--- config.mk ---
export PLATFORM = sky130hd
export DESIGN_NAME = vga_timing_gen_flat
export DESIGN_NICKNAME = d
export VERILOG_FILES = /design/src/rtl/vga_timing_pkg.sv /design/src/rtl/vga_timing_gen_if.sv /design/src/rtl/vga_pos_counter.sv /design/src/rtl/vga_timing_gen.sv /design/src/flat_wrapper.sv
export SDC_FILE = /design/constraint.sdc
export NUM_CORES = 1
export LEC_CHECK = 0
export ABC_AREA = 0
export CORE_MARGIN = 2
export CORE_UTILIZATION = 45
export DETAILED_ROUTE_END_ITERATION = 7
export PLACE_DENSITY = 0.81
export SETUP_SLACK_MARGIN = 0.3
export SKIP_LAST_GASP = 1
export SYNTH_ARGS = -nofsm -noshare
export SYNTH_HDL_FRONTEND = slang
export SYNTH_SLANG_ARGS = --single-unit
--- constraint.sdc ---
create_clock -name clk_25 -period 5 [get_ports clk_25]
set_input_delay 0.5 -clock clk_25 [delete_from_list [all_inputs] [get_ports clk_25]]
set_output_delay 0.5 -clock clk_25 [all_outputs]
set_load 0.05 [all_outputs]
--- src/rtl/vga_timing_pkg.sv ---
// vga_timing_pkg: shared raster timing types, 640x480@60 constants and
// region decode helpers used by vga_timing_gen and its testbench.
package vga_timing_pkg;

  // One axis of a raster: visible span followed by front porch, sync, back porch.
  typedef struct packed {
    int active;
    int fp;
    int sync;
    int bp;
  } timing_t;

  localparam timing_t VGA_640x480_H = '{active: 640, fp: 16, sync: 96, bp: 48};
  localparam timing_t VGA_640x480_V = '{active: 480, fp: 10, sync: 2,  bp: 33};

  function automatic int h_total(timing_t t);
    return t.active + t.fp + t.sync + t.bp;
  endfunction

  function automatic int v_total(timing_t t);
    return t.active + t.fp + t.sync + t.bp;
  endfunction

  function automatic logic in_active(int pos, timing_t t);
    return pos < t.active;
  endfunction

  // Sync pulse sits right after the front porch.
  function automatic logic in_sync(int pos, timing_t t);
    return (pos >= t.active + t.fp) && (pos < t.active + t.fp + t.sync);
  endfunction

endpackage

--- src/rtl/vga_timing_gen_if.sv ---
// vga_timing_if: raster timing bundle from vga_timing_gen to the framebuffer
// reader / DAC.
//   master : driven by the timing generator
//   slave  : consumers (fetch unit, DAC)
// frame_cnt (FRAME_W bits) exists only with VGA_TIMING_FRAME_CNT_EN.
interface vga_timing_if #(
  parameter int CNT_W = 10
`ifdef VGA_TIMING_FRAME_CNT_EN
  , parameter int FRAME_W = 16
`endif
);
  logic [CNT_W-1:0]   hs;
  logic [CNT_W-1:0]   vs;
  logic               vga_hsync;
  logic               vga_vsync;
  logic               sync_blank;
  logic               sync_b;
  logic               line_start;
  logic               frame_start;
  logic [CNT_W-1:0]   fetch_x;
  logic [CNT_W-1:0]   fetch_y;
  logic               fetch_valid;
`ifdef VGA_TIMING_FRAME_CNT_EN
  logic [FRAME_W-1:0] frame_cnt;
`endif

  modport master (
    output hs, vs, vga_hsync, vga_vsync, sync_blank, sync_b,
           line_start, frame_start, fetch_x, fetch_y, fetch_valid
`ifdef VGA_TIMING_FRAME_CNT_EN
         , frame_cnt
`endif
  );

  modport slave (
    input  hs, vs, vga_hsync, vga_vsync, sync_blank, sync_b,
           line_start, frame_start, fetch_x, fetch_y, fetch_valid
`ifdef VGA_TIMING_FRAME_CNT_EN
         , frame_cnt
`endif
  );
endinterface

--- src/rtl/vga_pos_counter.sv ---
// vga_pos_counter: raster h/v position counter pair.
//   clk_25, rst_n (sync, active-low) : clock / reset, reset loads (X_INIT,Y_INIT)
//   ce                               : advance one pixel
//   x, y                             : registered position
//   x_nxt, y_nxt                     : value x/y take at the next edge (ignoring
//                                      reset), so the owner can register decodes
//                                      on the same edge as the counter
module vga_pos_counter #(
  parameter int CNT_W   = 10,
  parameter int H_TOTAL = 800,
  parameter int V_TOTAL = 525,
  parameter int X_INIT  = 0,
  parameter int Y_INIT  = 0
) (
  input  logic             clk_25,
  input  logic             rst_n,
  input  logic             ce,
  output logic [CNT_W-1:0] x,
  output logic [CNT_W-1:0] y,
  output logic [CNT_W-1:0] x_nxt,
  output logic [CNT_W-1:0] y_nxt
);

  always_comb begin
    x_nxt = x;
    y_nxt = y;
    if (ce) begin
      if (x == CNT_W'(H_TOTAL - 1)) begin
        x_nxt = '0;
        y_nxt = (y == CNT_W'(V_TOTAL - 1)) ? '0 : y + 1'b1;
      end else begin
        x_nxt = x + 1'b1;
      end
    end
  end

  always_ff @(posedge clk_25) begin
    if (!rst_n) begin
      x <= CNT_W'(X_INIT);
      y <= CNT_W'(Y_INIT);
    end else begin
      x <= x_nxt;
      y <= y_nxt;
    end
  end

endmodule

--- src/rtl/vga_timing_gen.sv ---
// vga_timing_gen: parametrised VGA raster timing generator.
//   clk_25 : pixel clock
//   rst_n  : synchronous reset, active-low
//   pix_ce : pixel tick enable; everything holds when 0 (pulses drop)
//   bus    : vga_timing_if.master -- position, syncs, blank, line/frame
//            strobes and a LOOKAHEAD-ahead fetch coordinate
// Optional: define VGA_TIMING_FRAME_CNT_EN to add the frame_cnt output.
module vga_timing_gen
  import vga_timing_pkg::*;
#(
  parameter int H_ACTIVE  = VGA_640x480_H.active,
  parameter int H_FP      = VGA_640x480_H.fp,
  parameter int H_SYNC    = VGA_640x480_H.sync,
  parameter int H_BP      = VGA_640x480_H.bp,
  parameter int V_ACTIVE  = VGA_640x480_V.active,
  parameter int V_FP      = VGA_640x480_V.fp,
  parameter int V_SYNC    = VGA_640x480_V.sync,
  parameter int V_BP      = VGA_640x480_V.bp,
  parameter bit HS_POL    = 1'b0,
  parameter bit VS_POL    = 1'b0,
  parameter int LOOKAHEAD = 2,
  parameter int CNT_W     = 10,
  parameter int FRAME_W   = 16
) (
  input  logic        clk_25,
  input  logic        rst_n,
  input  logic        pix_ce,
  vga_timing_if.master bus
);

  localparam timing_t HT = '{active: H_ACTIVE, fp: H_FP, sync: H_SYNC, bp: H_BP};
  localparam timing_t VT = '{active: V_ACTIVE, fp: V_FP, sync: V_SYNC, bp: V_BP};
  localparam int H_TOTAL = h_total(HT);
  localparam int V_TOTAL = v_total(VT);

  // Display resets to the last pixel of a frame so the first tick lands on
  // (0,0); fetch keeps the same linear distance, i.e. (0,0)+LOOKAHEAD-1.
  localparam int   FX0 = (LOOKAHEAD - 1) % H_TOTAL;
  localparam int   FY0 = ((LOOKAHEAD - 1) / H_TOTAL) % V_TOTAL;
  localparam logic FV0 = in_active(FX0, HT) && in_active(FY0, VT);

  generate
    if (CNT_W < 1 || longint'(H_TOTAL - 1) >= (longint'(1) << CNT_W) ||
        longint'(V_TOTAL - 1) >= (longint'(1) << CNT_W)) begin : g_err_cnt_w
      $error("vga_timing_gen: CNT_W=%0d cannot hold %0dx%0d raster", CNT_W, H_TOTAL, V_TOTAL);
    end
    if (LOOKAHEAD < 1 || LOOKAHEAD > H_TOTAL - 1) begin : g_err_lookahead
      $error("vga_timing_gen: LOOKAHEAD=%0d outside 1..%0d", LOOKAHEAD, H_TOTAL - 1);
    end
    if (FRAME_W < 1) begin : g_err_frame_w
      $error("vga_timing_gen: FRAME_W must be at least 1");
    end
  endgenerate

  logic [CNT_W-1:0] d_x, d_y, d_xn, d_yn;
  logic [CNT_W-1:0] f_x, f_y, f_xn, f_yn;

  vga_pos_counter #(
    .CNT_W(CNT_W), .H_TOTAL(H_TOTAL), .V_TOTAL(V_TOTAL),
    .X_INIT(H_TOTAL - 1), .Y_INIT(V_TOTAL - 1)
  ) u_disp (
    .clk_25(clk_25), .rst_n(rst_n), .ce(pix_ce),
    .x(d_x), .y(d_y), .x_nxt(d_xn), .y_nxt(d_yn)
  );

  vga_pos_counter #(
    .CNT_W(CNT_W), .H_TOTAL(H_TOTAL), .V_TOTAL(V_TOTAL),
    .X_INIT(FX0), .Y_INIT(FY0)
  ) u_fetch (
    .clk_25(clk_25), .rst_n(rst_n), .ce(pix_ce),
    .x(f_x), .y(f_y), .x_nxt(f_xn), .y_nxt(f_yn)
  );

  logic hsync_q, vsync_q, blank_q, line_q, frame_q, fvalid_q;

  // Decodes look at the counters' next values so they change on the very
  // edge the counters do.
  always_ff @(posedge clk_25) begin
    if (!rst_n) begin
      hsync_q  <= ~HS_POL;
      vsync_q  <= ~VS_POL;
      blank_q  <= 1'b0;
      line_q   <= 1'b0;
      frame_q  <= 1'b0;
      fvalid_q <= FV0;
    end else begin
      line_q  <= 1'b0;
      frame_q <= 1'b0;
      if (pix_ce) begin
        hsync_q  <= in_sync(int'(d_xn), HT) ? HS_POL : ~HS_POL;
        vsync_q  <= in_sync(int'(d_yn), VT) ? VS_POL : ~VS_POL;
        blank_q  <= in_active(int'(d_xn), HT) && in_active(int'(d_yn), VT);
        line_q   <= (d_xn == '0);
        frame_q  <= (d_xn == '0) && (d_yn == '0);
        fvalid_q <= in_active(int'(f_xn), HT) && in_active(int'(f_yn), VT);
      end
    end
  end

  assign bus.hs          = d_x;
  assign bus.vs          = d_y;
  assign bus.vga_hsync   = hsync_q;
  assign bus.vga_vsync   = vsync_q;
  assign bus.sync_blank  = blank_q;
  assign bus.sync_b      = 1'b1;
  assign bus.line_start  = line_q;
  assign bus.frame_start = frame_q;
  assign bus.fetch_x     = f_x;
  assign bus.fetch_y     = f_y;
  assign bus.fetch_valid = fvalid_q;

`ifdef VGA_TIMING_FRAME_CNT_EN
  logic [FRAME_W-1:0] frame_cnt_q;

  always_ff @(posedge clk_25) begin
    if (!rst_n)
      frame_cnt_q <= '0;
    else if (pix_ce && d_xn == '0 && d_yn == '0)
      frame_cnt_q <= frame_cnt_q + 1'b1;
  end

  assign bus.frame_cnt = frame_cnt_q;
`endif

endmodule

--- src/flat_wrapper.sv ---
// flat-port wrapper written by rule: the top's interface ports become plain ports
module vga_timing_gen_flat import vga_timing_pkg::*;
#(
  parameter int H_ACTIVE  = VGA_640x480_H.active,
  parameter int H_FP      = VGA_640x480_H.fp,
  parameter int H_SYNC    = VGA_640x480_H.sync,
  parameter int H_BP      = VGA_640x480_H.bp,
  parameter int V_ACTIVE  = VGA_640x480_V.active,
  parameter int V_FP      = VGA_640x480_V.fp,
  parameter int V_SYNC    = VGA_640x480_V.sync,
  parameter int V_BP      = VGA_640x480_V.bp,
  parameter bit HS_POL    = 1'b0,
  parameter bit VS_POL    = 1'b0,
  parameter int LOOKAHEAD = 2,
  parameter int CNT_W     = 10,
  parameter int FRAME_W   = 16
)
  (clk_25, rst_n, pix_ce, bus_hs, bus_vs, bus_vga_hsync, bus_vga_vsync, bus_sync_blank, bus_sync_b, bus_line_start, bus_frame_start, bus_fetch_x, bus_fetch_y, bus_fetch_valid);
  vga_timing_if #(.CNT_W(CNT_W)) bus_i ();
  input  logic clk_25;
  input  logic rst_n;
  input  logic pix_ce;
  output wire logic [$bits(bus_i.hs)-1:0] bus_hs;
  output wire logic [$bits(bus_i.vs)-1:0] bus_vs;
  output wire logic [$bits(bus_i.vga_hsync)-1:0] bus_vga_hsync;
  output wire logic [$bits(bus_i.vga_vsync)-1:0] bus_vga_vsync;
  output wire logic [$bits(bus_i.sync_blank)-1:0] bus_sync_blank;
  output wire logic [$bits(bus_i.sync_b)-1:0] bus_sync_b;
  output wire logic [$bits(bus_i.line_start)-1:0] bus_line_start;
  output wire logic [$bits(bus_i.frame_start)-1:0] bus_frame_start;
  output wire logic [$bits(bus_i.fetch_x)-1:0] bus_fetch_x;
  output wire logic [$bits(bus_i.fetch_y)-1:0] bus_fetch_y;
  output wire logic [$bits(bus_i.fetch_valid)-1:0] bus_fetch_valid;
  assign bus_hs = bus_i.hs;
  assign bus_vs = bus_i.vs;
  assign bus_vga_hsync = bus_i.vga_hsync;
  assign bus_vga_vsync = bus_i.vga_vsync;
  assign bus_sync_blank = bus_i.sync_blank;
  assign bus_sync_b = bus_i.sync_b;
  assign bus_line_start = bus_i.line_start;
  assign bus_frame_start = bus_i.frame_start;
  assign bus_fetch_x = bus_i.fetch_x;
  assign bus_fetch_y = bus_i.fetch_y;
  assign bus_fetch_valid = bus_i.fetch_valid;
  vga_timing_gen #(.H_ACTIVE(H_ACTIVE), .H_FP(H_FP), .H_SYNC(H_SYNC), .H_BP(H_BP), .V_ACTIVE(V_ACTIVE), .V_FP(V_FP), .V_SYNC(V_SYNC), .V_BP(V_BP), .HS_POL(HS_POL), .VS_POL(VS_POL), .LOOKAHEAD(LOOKAHEAD), .CNT_W(CNT_W), .FRAME_W(FRAME_W)) u_core (.clk_25(clk_25), .rst_n(rst_n), .pix_ce(pix_ce), .bus(bus_i));
endmodule
==> flow_metrics.py <==
metrics = {
    "sta": {
        "setup_slack_ns": 1.84,
        "rsz0062_at_grt": "no",
        "hold_violations": 0,
        "fmax_mhz": 317,
        "finClkSkew_ns": 0.00929,
        "maxSlewViolCount": 0,
        "fin_crit_ns": 3.16,
        "tightestPinTransition_ns": 1.13,
        "setup_viol": 0,
        "relSlewSlack": 0.240,
        "post-route-period-util": 0.632,
        "tns_ns": 0,
    },
    "placed_design": {
        "place.gp.congestion": 0.882,
        "io_buffer_count": 48,
        "hpwl_um": 4450,
        "place_ws_ns": 1.61,
        "dpl-instance-area_um2": 3000,
    },
    "floorplan": {
        "core_area_um2": 5410,
        "floorplan.rows": 27,
        "start_util": 0.459,
        "ios": 50,
        "die_h_um": 78.3,
        "fp.dieArea_um2": 6130,
        "die_w_um": 78.3,
    },
    "critical_path": {
        "r2r_slack_ns": 2.07,
        "crit_type": "input pin to register",
        "slowest_stage": "clkdlybuf4s50_1",
        "crit_top_cell": "nand2_1",
        "end_kind": "register",
        "critPathLaunchType": "input pin",
        "critical_path.max_stage_delay_ns": 0.99,
        "r2r_cells": 7,
        "r2r-end": "u_core.bus.vga_vsync",
        "cp.arrival_ns": 3.34,
        "path_cells": "clkdlybuf4s50_1 > nand2_1 > nor3_1 > nand2_1 > xnor2_1 > a2111oi_0 > a31oi_1",
        "required_ns": 5.18,
        "regToRegStartpoint": "u_core.u_disp.x[0]",
        "crit_fanout": 21,
    },
    "clock_tree": {
        "clkSlewWorstSetupHoldPaths_ns": 0.09,
        "numCtsBuffers": 5,
        "ctsHoldBuffers": 0,
        "postCtsSetupRepairBufs": 0,
        "htreeDepth": 2,
        "cts-root-buf": "clkbuf_8",
        "ctsResizeCount": 0,
        "insertion_delay_ns": 0.30,
        "clock_sinks": 46,
        "cts_buffer_depth": 2,
        "cts_tree": "done",
    },
    "yosys": {
        "syn-instance-count": 307,
        "synth_edf_count": 0,
        "synthMuxAreaShare": 0.00403,
        "synth_area_um2": 2480,
        "ys_types": 53,
        "synth-seq-cells": 46,
        "synthAdderAreaFrac": 0.0302,
        "ys.flop_type": "dfxtp_1",
        "synth_xor_area_frac": 0.0987,
        "avgSynthCellArea_um2": 8.09,
        "synth_compound_area_frac": 0.134,
        "synth-simple-area-share": 0.314,
        "synth_top_family_by_area": "simple AND/OR/NAND/NOR gates",
        "syn_nets": 316,
        "async_flop_share": 0,
        "yosysWarnings": 0,
        "ys_seq_area_frac": 0.371,
    },
    "grt": {
        "grt.busiest_layer": "met2",
        "grt_use_met3": 0.0368,
        "grt_pass1_vias": 2302,
        "grtUsageTotal": 0.215,
        "met1_usage": 0.290,
        "grt_max_degree": 22,
        "antenna_found_initial": 0,
        "overflow": 0,
        "grt_pass1_wl_um": 10700,
        "met2_usage": 0.343,
    },
    "final_layout": {
        "n_antenna_cell": 0,
        "multi_input_area_um2": 1450,
        "fin_area_um2": 3100,
        "area_growth_pct": 24.9,
        "fillCellCount": 503,
        "register_area_um2": 921,
        "drive_gt1_frac": 0.0458,
        "nets": 357,
    },
    "hold_path": {
        "min_path_type": "register to register",
        "hp-start": "u_core.bus.vga_hsync",
        "holdPathEnd": "u_core.bus.vga_hsync",
        "min_path_cells": 2,
    },
    "pwr": {
        "clkPwrFrac": 0.289,
        "p_sw_frac": 0.344,
        "p_switching_mw": 0.325,
        "p_leak_nw": 1.15,
        "combPwrFrac": 0.271,
        "p_int_mw": 0.620,
        "power.density_nw_per_um2": 305,
        "max-vdd-ir-drop_v": 0.000169,
        "total_power_mw": 0.945,
        "seq_power_share": 0.441,
    },
    "drt": {
        "routedWlPerCell_um": 14.8,
        "final_antenna_net_count": 0,
        "firstDrtPassIters": 6,
        "drt-initial-drc-count": 222,
        "wl_um": 6220,
        "via_count": 2413,
        "drc_errors": 0,
        "viasPerCell": 5.73,
    },
    "job": {
        "cap_viol_max_count": 0,
    },
    "status": {
        "status": "complete, no violations",
    },
}
==> stage by stage <==
step | hold WS [ns] | cells | utilization
floorplan | 0.715 | 307 | -
global placement | 0.499 | 413 | 0.554
detailed placement | 0.509 | 413 | 0.554
CTS | 0.525 | 421 | 0.574
global route | 0.576 | 421 | 0.574
finish | 0.525 | 421 | 0.574
==> kinds of logic (layout without fill, tap and decap cells) <==
family	count (synthesis)	in the layout
buffers and inverters	29	71
DFF	46	46
other	1	1
and+or+nand+nor	148	148
xor gates and xnor gates	28	28
muxes	1	1
AOI/OAI and AO/OA	48	48
adders and majority gates	6	6
==> area by class of cell <==
cell class | count | share of cell area
multi-input cells | 232 | 0.467
flip-flops and latches | 46 | 0.297
repair buffers | 48 | 0.155
well taps | 72 | 0.0290
clock buffers | 7 | 0.0246
inverters | 15 | 0.0182
clock inverters | 1 | 0.00968
==> worst max-delay path by stage <==
stage                     slack [ns]               start                     end  cells after the start
after CTS                       1.94              pix_ce  u_core.bus.fetch_valid                      7
after detailed placement        1.61              pix_ce  u_core.bus.frame_start                      7
after global placement          1.73              pix_ce  u_core.bus.frame_start                      7
final                           1.84              pix_ce    u_core.bus.vga_vsync                      7
after floorplan                 2.29  u_core.u_disp.x[8]  u_core.bus.frame_start                      8
after global routing            1.64              pix_ce    u_core.bus.vga_vsync                      7
==> critical path, delay by kind of cell <==
kind / cells / cell delay [ns]
and+or+nand+nor: 3 / 1.17
buffers and inverters: 1 / 0.99
AOI/OAI and AO/OA: 2 / 0.52
xor gates and xnor gates: 1 / 0.16
==> power groups by stage <==
stage | sequential [mW] | clock [mW] | combinational, mW
floorplan | 0.471 | 0 | 0.140
global placement | 0.424 | 0 | 0.247
detailed placement | 0.424 | 0 | 0.253
CTS | 0.416 | 0.279 | 0.253
global route | 0.421 | 0.296 | 0.275
finish | 0.416 | 0.273 | 0.256
==> cells in the mapped netlist, types with 2 or more instances <==
cell type	count	area share
nor3_1	13	0.026
a31o_2	2	0.0071
nor2b_1	3	0.0076
or3_1	6	0.015
and4_1	3	0.011
clkbuf_1	10	0.015
dfxtp_1	46	0.37
nand4_1	10	0.025
nand3_1	18	0.036
ha_1	6	0.030
buf_2	2	0.0040
xnor2_1	13	0.046
inv_1	14	0.021
and3_1	4	0.010
or4b_1	2	0.0081
xor2_1	15	0.053
o21ai_0	13	0.026
o2111ai_1	2	0.0071
a21oi_1	12	0.024
nor4_1	8	0.020
o31ai_1	2	0.0060
a31oi_1	3	0.0076
a21o_1	2	0.0060
nor2_1	35	0.053
a41o_1	2	0.0081
and2_1	7	0.018
nand2_1	28	0.042
==> layout by cell type (no fill, tap or decap), types with 3 or more instances in the layout <==
| master | n |
|---|---|
| a21oi_1 | 12 |
| a31oi_1 | 3 |
| and2_1 | 7 |
| and3_1 | 4 |
| and4_1 | 3 |
| clkbuf_8 | 5 |
| clkdlybuf4s50_1 | 48 |
| dfxtp_1 | 46 |
| ha_1 | 6 |
| inv_1 | 14 |
| nand2_1 | 28 |
| nand3_1 | 18 |
| nand4_1 | 10 |
| nor2_1 | 35 |
| nor2b_1 | 3 |
| nor3_1 | 13 |
| nor4_1 | 8 |
| o21ai_0 | 13 |
| or3_1 | 6 |
| xnor2_1 | 13 |
| xor2_1 | 15 |
==> routing by layer <==
layer  vias to the layer above  wire length [um]
li1                       1166                 -
met1                      1124              2830
met2                       109              2880
met3                        14               383
met4                         0               123
met5                         -                 0
==> sequential cells by signal, indices dropped and copies added (netlist names) <==
signal	cells
u_core.u_disp.x	10
u_core.bus.fetch_valid	1
u_core.bus.frame_start	1
u_core.u_disp.y	10
u_core.bus.line_start	1
u_core.u_fetch.y	10
u_core.bus.vga_vsync	1
u_core.u_fetch.x	10
u_core.bus.sync_blank	1
u_core.bus.vga_hsync	1
(Power assumes the default switching activity.)
